==> config.mk <==
export PLATFORM = sky130hd
export DESIGN_NAME = sign_narrower
export DESIGN_NICKNAME = d
export VERILOG_FILES = /design/src/rtl/sign_narrower_pkg.sv /design/src/rtl/sign_narrower_core.sv /design/src/rtl/sign_narrower.sv
export SDC_FILE = /design/constraint.sdc
export NUM_CORES = 1
export LEC_CHECK = 0
export ABC_AREA = 1
export BUFFER_PORTS_ARGS = -buffer_cell sky130_fd_sc_hd__buf_4
export CAP_MARGIN = 5
export CORE_MARGIN = 4
export CORE_UTILIZATION = 56
export DETAILED_ROUTE_END_ITERATION = 12
export GPL_ROUTABILITY_DRIVEN = 0
export PLACE_DENSITY = 0.77
export SYNTH_ARGS = -nofsm -noshare
export SYNTH_HDL_FRONTEND = slang
export SYNTH_SLANG_ARGS = --single-unit
==> constraint.sdc <==
create_clock -name clk -period 3.69 [get_ports clk]
set_input_delay 0.1845 -clock clk [delete_from_list [all_inputs] [get_ports clk]]
set_output_delay 0.1845 -clock clk [all_outputs]
set_load 0.01 [all_outputs]
==> src/rtl/sign_narrower_pkg.sv <==
// Shared width-select encodings and widths for the immediate-field narrow/extend paths.
// The sign-extension path decodes in_sel with the same table.
package sign_narrower_pkg;

  localparam int DATA_W = 16;
  localparam int FIELD_W = 12;
  localparam int OVF_CNT_W = 8;

  typedef enum logic [1:0] {
    SEL_6  = 2'b00,
    SEL_8  = 2'b01,
    SEL_10 = 2'b10,
    SEL_12 = 2'b11
  } sel_t;

  function automatic logic [4:0] sel_width(input logic [1:0] sel);
    case (sel)
      SEL_6:   sel_width = 5'd6;
      SEL_8:   sel_width = 5'd8;
      SEL_10:  sel_width = 5'd10;
      default: sel_width = 5'd12;
    endcase
  endfunction

endpackage

==> src/rtl/sign_narrower_core.sv <==
// Combinational fit check plus truncate/saturate mux for one 16-b word.
// A word fits N bits when data[15:N-1] is all zeros or all ones.
module narrow_core
  import sign_narrower_pkg::*;
#(
  parameter int DW = 16,
  parameter int OW = 12
) (
  input  logic [DW-1:0] data,
  input  logic [1:0]    sel,
  input  logic          sat_en,
  output logic [OW-1:0] field,
  output logic          ovf
);

  logic [4:0]    n;
  logic [DW-1:0] upper;
  logic [OW-1:0] mask;
  logic [OW-1:0] msb;
  logic          fit;

  always_comb begin
    n     = sel_width(sel);
    // Arithmetic shift leaves exactly the bits that must agree with the sign.
    upper = DW'($signed(data) >>> (n - 5'd1));
    fit   = (upper == '0) || (upper == '1);
    mask  = (OW'(1) << n) - OW'(1);
    msb   = OW'(1) << (n - 5'd1);
    ovf   = !fit;
    field = data[OW-1:0] & mask;
    if (!fit && sat_en) begin
      field = data[DW-1] ? msb : (msb - OW'(1));
    end
  end

endmodule

==> src/rtl/sign_narrower.sv <==
// Two-stage valid/ready pipeline narrowing a 16-b value to a 6/8/10/12-b field,
// with a sticky saturating count of overflowing words delivered.
module sign_narrower
  import sign_narrower_pkg::*;
#(
  parameter int DW    = DATA_W,
  parameter int OW    = FIELD_W,
  parameter int CNT_W = OVF_CNT_W
) (
  input  logic             clk,
  input  logic             reset,
  input  logic             in_valid,
  output logic             in_ready,
  input  logic [DW-1:0]    in_data,
  input  logic [1:0]       in_sel,
  input  logic             sat_en,
  output logic             out_valid,
  input  logic             out_ready,
  output logic [OW-1:0]    out_data,
  output logic [1:0]       out_sel,
  output logic             out_ovf,
  output logic [CNT_W-1:0] ovf_cnt,
  input  logic             ovf_clr
);

  logic             s1_valid_q, s1_valid_d;
  logic [DW-1:0]    s1_data_q, s1_data_d;
  logic [1:0]       s1_sel_q, s1_sel_d;
  logic             s1_sat_q, s1_sat_d;

  logic             s2_valid_q, s2_valid_d;
  logic [OW-1:0]    s2_data_q, s2_data_d;
  logic [1:0]       s2_sel_q, s2_sel_d;
  logic             s2_ovf_q, s2_ovf_d;

  logic [CNT_W-1:0] ovf_cnt_q, ovf_cnt_d;
  logic [CNT_W-1:0] cnt_base;

  logic             s1_load, s2_load;
  logic [OW-1:0]    core_field;
  logic             core_ovf;

  narrow_core #(.DW(DW), .OW(OW)) u_core (
    .data   (s1_data_q),
    .sel    (s1_sel_q),
    .sat_en (s1_sat_q),
    .field  (core_field),
    .ovf    (core_ovf)
  );

  assign s2_load  = !s2_valid_q || out_ready;
  assign s1_load  = !s1_valid_q || s2_load;
  assign in_ready = s1_load;

  always_comb begin
    s1_valid_d = s1_valid_q;
    s1_data_d  = s1_data_q;
    s1_sel_d   = s1_sel_q;
    s1_sat_d   = s1_sat_q;
    s2_valid_d = s2_valid_q;
    s2_data_d  = s2_data_q;
    s2_sel_d   = s2_sel_q;
    s2_ovf_d   = s2_ovf_q;
    if (s1_load) begin
      s1_valid_d = in_valid;
      if (in_valid) begin
        s1_data_d = in_data;
        s1_sel_d  = in_sel;
        s1_sat_d  = sat_en;
      end
    end
    if (s2_load) begin
      s2_valid_d = s1_valid_q;
      if (s1_valid_q) begin
        s2_data_d = core_field;
        s2_sel_d  = s1_sel_q;
        s2_ovf_d  = core_ovf;
      end
    end
  end

  // Clear takes effect first so a same-cycle overflow still counts once.
  always_comb begin
    cnt_base  = ovf_clr ? '0 : ovf_cnt_q;
    ovf_cnt_d = cnt_base;
    if (s2_valid_q && out_ready && s2_ovf_q && (cnt_base != '1)) begin
      ovf_cnt_d = cnt_base + CNT_W'(1);
    end
  end

  always_ff @(posedge clk) begin
    if (reset) begin
      s1_valid_q <= 1'b0;
      s1_data_q  <= '0;
      s1_sel_q   <= '0;
      s1_sat_q   <= 1'b0;
      s2_valid_q <= 1'b0;
      s2_data_q  <= '0;
      s2_sel_q   <= '0;
      s2_ovf_q   <= 1'b0;
      ovf_cnt_q  <= '0;
    end else begin
      s1_valid_q <= s1_valid_d;
      s1_data_q  <= s1_data_d;
      s1_sel_q   <= s1_sel_d;
      s1_sat_q   <= s1_sat_d;
      s2_valid_q <= s2_valid_d;
      s2_data_q  <= s2_data_d;
      s2_sel_q   <= s2_sel_d;
      s2_ovf_q   <= s2_ovf_d;
      ovf_cnt_q  <= ovf_cnt_d;
    end
  end

  assign out_valid = s2_valid_q;
  assign out_data  = s2_data_q;
  assign out_sel   = s2_sel_q;
  assign out_ovf   = s2_ovf_q;
  assign ovf_cnt   = ovf_cnt_q;

endmodule

Word level (Yosys, flattened, before mapping)
Index checks and enable logic that the tools add are counted.
{"block": "classes", "n_bitwise": 1, "div_mod_pow": 0, "n_reduce_logical": 14, "magnitude_cmp": 0, "mul": 0, "eq_ne": 4, "n_addsub": 4, "n_shift": 3, "mux": 5}
{"operator": "12-bit 2-to-1 mux", "n": 2}
{"operator": "16-bit == test (second input constant)", "n": 1}
{"operator": "16-bit zero test", "n": 1}
{"operator": "8-bit 2-to-1 mux", "n": 2}
{"operator": "16-bit by 5-bit >>> shifter with 16-bit output", "n": 1}
{"operator": "12-bit AND", "n": 1}
{"operator": "4-bit case mux with 3 select lines", "n": 1}
{"operator": "1-bit by 4-bit << shifter with 12-bit output (first input constant)", "n": 1}
{"operator": "1-bit by 5-bit << shifter with 12-bit output (first input constant)", "n": 1}
{"operator": "12-bit by 1-bit subtractor with 12-bit output (second input constant)", "n": 1}
{"operator": "12-bit by 2-bit subtractor with 12-bit output (second input constant)", "n": 1}
{"operator": "8-bit by 1-bit adder with 8-bit output (second input constant)", "n": 1}
{"operator": "8-bit inequality test (second input constant)", "n": 1}
{"operator": "4-bit by 1-bit subtractor with 5-bit output (second input constant)", "n": 1}
{"operator": "1-bit logical AND", "n": 4}
{"operator": "2-bit AND reduction", "n": 2}
{"operator": "1-bit zero test", "n": 3}
{"operator": "1-bit logical OR", "n": 3}
{"operator": "2-bit by 1-bit == test with 1-bit output (second input constant)", "n": 1}
{"operator": "2-bit == test (second input constant)", "n": 1}
{"operator": "2-bit zero test", "n": 1}
{"block": "word_totals", "out_inout_bits": 25, "mem_bits_rw": 0, "memories": 0, "wordCells": 40, "latch_bits": 0, "regBits": 44, "input_bits": 24, "rom_bits": 0}

Longest topological paths before layout
{"block": "logic_depth", "depth_word": 9, "ltp_mapped": 19, "mapped_depth_nobuf": 17}

Hierarchy
Synthesis repeated with hierarchy kept, for this count alone.
{"block": "unflattened", "hier_cells": 495, "area_unflattened_um2": 3072.9}
{"mod": "sign_narrower", "seq_area_each_um2": 880.8, "instances": 1, "area_per_inst_um2": 1762.9, "cells_each": 224}
{"mod": "narrow_core", "seq_area_each_um2": 0.0, "instances": 1, "area_per_inst_um2": 1310.0, "cells_each": 271}

Worst setup path after synthesis
Ideal clock, no wire load.
{"block": "synth_path", "kind": "register to register", "from": "register s1_sel_q[0]", "to": "register s2_data_q[1] (netlist: out_data[1])", "stages_incl_launch_ff": 19, "setup_slack_ps": 1132, "synth_period_minus_slack_ps": 2558, "n_path_buf": 2, "t_arrival_ps": 2426, "setup_ps": 132, "required_ps": 3558, "path_cell_list": "dfxtp_1 -> inv_2 -> buf_6 -> ha_1 -> inv_2 -> ha_1 -> inv_1 -> nand3_1 -> nand3_1 -> nand2_1 -> inv_1 -> nand2_1 -> nor2_1 -> nand3_2 -> nand3_2 -> buf_6 -> nand2_1 -> nand3_1 -> a21oi_1"}
{"block": "synth_between", "elab_chain_cells": 9, "word_cells_on_any_way": 18, "classes_between": "3 x add/sub; 3 x eq/ne; 3 x shift; 3 x mux; 1 x bitwise; 5 x reduce/logical"}
{"element": "start: declaration", "line_no": "sign_narrower.sv:28", "source": "logic [1:0] s1_sel_q, s1_sel_d;"}
{"element": "start signal: assignment", "line_no": "sign_narrower.sv:105", "source": "s1_sel_q <= s1_sel_d;"}
{"element": "2-bit == test (tied with other cells)", "line_no": "sign_narrower_pkg.sv:17", "source": "case (sel)"}
{"element": "4-bit case mux with 3 select lines (*)", "line_no": "sign_narrower_pkg.sv:17"}
{"element": "4-bit by 1-bit subtractor with 5-bit output", "line_no": "sign_narrower_core.sv:25, sign_narrower_core.sv:28"}
{"element": "16-bit by 5-bit >>> shifter with 16-bit output", "line_no": "sign_narrower_core.sv:25", "source": "upper = DW'($signed(data) >>> (n - 5'd1));"}
{"element": "16-bit == test or 16-bit zero test (tied branches)", "line_no": "sign_narrower_core.sv:26", "source": "fit = (upper == '0) || (upper == '1);"}
{"element": "1-bit logical OR", "line_no": "sign_narrower_core.sv:26"}
{"element": "1-bit zero test", "line_no": "sign_narrower_core.sv:31", "source": "if (!fit && sat_en) begin"}
{"element": "1-bit logical AND", "line_no": "sign_narrower_core.sv:31"}
{"element": "12-bit 2-to-1 mux (*)", "line_no": "sign_narrower_core.sv:31"}
{"element": "end signal: assignment", "line_no": "sign_narrower.sv:108", "source": "s2_data_q <= s2_data_d;"}
{"element": "end: declaration", "line_no": "sign_narrower.sv:32", "source": "logic [OW-1:0] s2_data_q, s2_data_d;"}
Every way passes the cells marked *; elsewhere a longest branch is shown, timed or not.
A chain may end at the register's enable or synchronous reset.

Final worst setup path
{"block": "layout_path", "from": "register s1_sel_q[1]", "to": "register s2_data_q[4] (netlist: out_data[4])"}
Same word-level chain as after synthesis.

==> impl_metrics.tcl <==
set metrics [dict create \
    status "finished clean" \
    io_pins 49 \
    critPathLaunchType "flop" \
    period_minus_slack_ns 2.94 \
    initial_core_util_pct 59.1 \
    vias 2967 \
    fp.dieArea_mm2 0.00629 \
    ctsResizeCount 0 \
    core_mm2 0.00482 \
    slowest_stage "nor2_2" \
    hp-class "in -> reg" \
    place_inst 538 \
    critical_path.max_stage_delay_ns 0.47 \
    hold_viol_final 0 \
    synth_cells 439 \
    met2_length_mm 3.32 \
    portBuffers 48 \
    yosysSeqAreaShare_pct 30.9 \
    crit_required_ns 3.89 \
    wl_met3_um 357 \
    syn2layout_area_growth_pct 15.4 \
    routed_wl_mm 7.39 \
    ys_ff_latch 44 \
    layout-drive-gt1-share_pct 16.3 \
    grt_pass1_vias 2708 \
    crit_family "simple AND/OR/NAND/NOR gates" \
    synth_xor_area_share_pct 0 \
    hpwlAfterDp_mm 5.61 \
    power.leakage_nw 1.55 \
    fin_nets 516 \
    cts_tree "done" \
    antenna_cells 0 \
    synth-compound-area-share_pct 13.5 \
    setup_viol 0 \
    synth-edff-count 0 \
    die_h_um 79.3 \
    synthMuxAreaShare_pct 0 \
    grt_pass1_wl_mm 12.5 \
    antenna_found_initial 0 \
    grt_setup_unrepaired "false" \
    routed.top_layer "met4" \
    slew_headroom_pct 58.9 \
    clk_pin_slew_worst_paths_ns 0.09 \
    cts_made_buffers 5 \
    synthAdderAreaFrac_pct 6.15 \
    drt_first_pass_iters 5 \
    critPathBufInv 1 \
    ys_warn_count 0 \
    insertion_delay_ns 0.30 \
    route.detailed.drc 0 \
    root_buffer "clkbuf_8" \
    cp_cell_sequence "inv_1 > ha_1 > nor2_2 > nand3_1 > nand2_1 > nand2_1 > nand2_1 > nand2_1 > nand2_1 > nand2_1 > nor2_1 > nand3_2 > nand3_2 > nand2_1 > nand3_1 > a21oi_1" \
    postRouteAntennaNets 0 \
    viasPerCell 5.43 \
    fill_cells 479 \
    stdcell_count 546 \
    synth-async-reset-ratio_pct 0 \
    p_per_area_mw_per_mm2 372 \
    fp.dieW_um 79.3 \
    cts_hold_buf 0 \
    max_freq_mhz 340 \
    synth_top_family_by_area "simple AND/OR/NAND/NOR gates" \
    netlist_area_mm2 0.00285 \
    drv_cap 0 \
    yosysUniqueCellTypes 27 \
    finalSetupTns_ns 0 \
    grt_max_degree 31 \
    cp_max_fo 14 \
    synth_simple_gate_area_share_pct 39.6 \
    h-tree-depth 2 \
    postCtsSetupRepairBufs 0 \
    rows 25 \
    end_kind "flop" \
    criticalPathCategory "reg -> reg" \
    synth.net_count 477 \
    finalPower_mw 1.22 \
    period_share_pct 79.6 \
    ir_worst_vdd_uv 267 \
    cts_buffer_depth 2 \
    m1WireLength_mm 3.62 \
    drt_iter0_markers 299 \
    track_usage_pct 25.1 \
    wl_per_cell_um 13.5 \
    critPathArrivalTime_ns 3.14 \
    ys.flop_type "dfxtp_1" \
    clock-sinks 44 \
    grt_overflow 0 \
    crit_top_cell "nand2_1" \
    fin_skew_ns 0.0117 \
    worst_pin_slew_ns 0.616 \
    synth.avg_cell_area_um2 6.48 \
    maxSlewViolCount 0 \
]
[layout make-up]
cell class,instances,area [um2],area share (%)
repair buffers,51,383,11.7
inverters,37,139,4.23
multi-input cells,339,1690,51.4
clock inverters,3,42.5,1.29
flip-flops and latches,44,881,26.8
clock buffers,5,68.8,2.09
well taps,67,83.8,2.55
[cells in the final DEF (no fill, tap or decap), types with 4 or more instances in the layout]
| master | synthesis | layout |
|---|---|---|
| dfxtp_1 | 44 | 44 |
| a21oi_1 | 40 | 40 |
| inv_1 | 29 | 29 |
| ha_1 | 14 | 14 |
| o21ai_0 | 31 | 31 |
| nor2_1 | 32 | 32 |
| inv_2 | 5 | 5 |
| clkbuf_8 | 0 | 5 |
| nand4_1 | 15 | 15 |
| nand3_2 | 4 | 4 |
| buf_4 | 2 | 51 |
| nand2_1 | 130 | 130 |
| nand3_1 | 53 | 53 |
[cell usage after synthesis, types with 2 or more instances]
master,count,share of area (%)
a21oi_1,40,7.0
buf_4,2,0.53
buf_6,8,3.2
clkbuf_1,9,1.2
clkinv_1,3,0.40
dfxtp_1,44,31
ha_1,14,6.2
inv_1,29,3.8
inv_2,5,0.66
nand2_1,130,17
nand2_4,3,1.2
nand3_1,53,9.3
nand3_2,4,1.4
nand4_1,15,3.3
nor2_1,32,4.2
nor2_2,3,0.66
nor3_1,2,0.35
o21ai_0,31,5.5
o21ai_1,3,0.53
or2_2,2,0.44
[state kept, by name, summed over array words and instances, names as in the netlist]
name and flops:
s1_sat_q 1, s1_sel_q 2, s1_valid_q 1, out_valid 1, ovf_cnt 8, out_sel 2
out_ovf 1, out_data 12, s1_data_q 16
[metrics by stage]
step	cell area (um2)	hold WS [ns]	util (%)	worst slack, ns
finish	3290	0.141	68.2	0.752
global route	3290	0.125	68.2	0.383
CTS	3290	0.133	68.2	0.798
detailed placement	3170	0.445	65.9	0.807
global placement	3170	0.435	65.9	0.923
floorplan	2850	0.351	-	1.13
[worst reg2reg max path, stage by stage, from the launching register on]
cell and delay (ns):
dfxtp_1 0.41, inv_1 0.15, ha_1 0.30, nor2_2 0.48, nand3_1 0.15, nand2_1 0.13
nand2_1 0.06, nand2_1 0.07, nand2_1 0.05, nand2_1 0.08, nand2_1 0.05, nor2_1 0.12
nand3_2 0.25, nand3_2 0.29, nand2_1 0.10, nand3_1 0.09, a21oi_1 0.08
[routing by layer]
| layer | vias to the layer above | GRT usage [%] |
|---|---|---|
| li1 | 1529 | - |
| met1 | 1342 | 35.5 |
| met2 | 88 | 38.5 |
| met3 | 8 | 4.88 |
| met4 | 0 | 8.08 |
| met5 | - | 0 |
[kinds of logic (layout without fill, tap and decap cells)]
| group | Yosys count | count (layout) |
|---|---|---|
| buf+inv | 56 | 96 |
| compound gates | 76 | 76 |
| simple gates | 249 | 249 |
| flops | 44 | 44 |
| fa+ha+maj | 14 | 14 |
[path summary, 6_finish.rpt]
check	slack, ns	cells past startpoint	endpoint	from
worst max-delay path	0.75	16	out_data[4]$_SDFFE_PP0P_	s1_sel_q[1]$_SDFFE_PP0P_
worst min register to register	0.47	2	out_data[4]$_SDFFE_PP0P_	out_data[4]$_SDFFE_PP0P_
worst min-delay path	0.14	3	s1_data_q[13]$_SDFFE_PP0P_	in_data[13]
worst max register to register	0.75	16	out_data[4]$_SDFFE_PP0P_	s1_sel_q[1]$_SDFFE_PP0P_
[power breakdown]
| part | total [mW] | switching (mW) | internal [mW] |
|---|---|---|---|
| Clock | 0.366 | 0.165 | 0.200 |
| Combinational | 0.331 | 0.208 | 0.123 |
| Sequential | 0.526 | 0.0264 | 0.499 |
No activity file was read; power rests on OpenSTA's default activity.
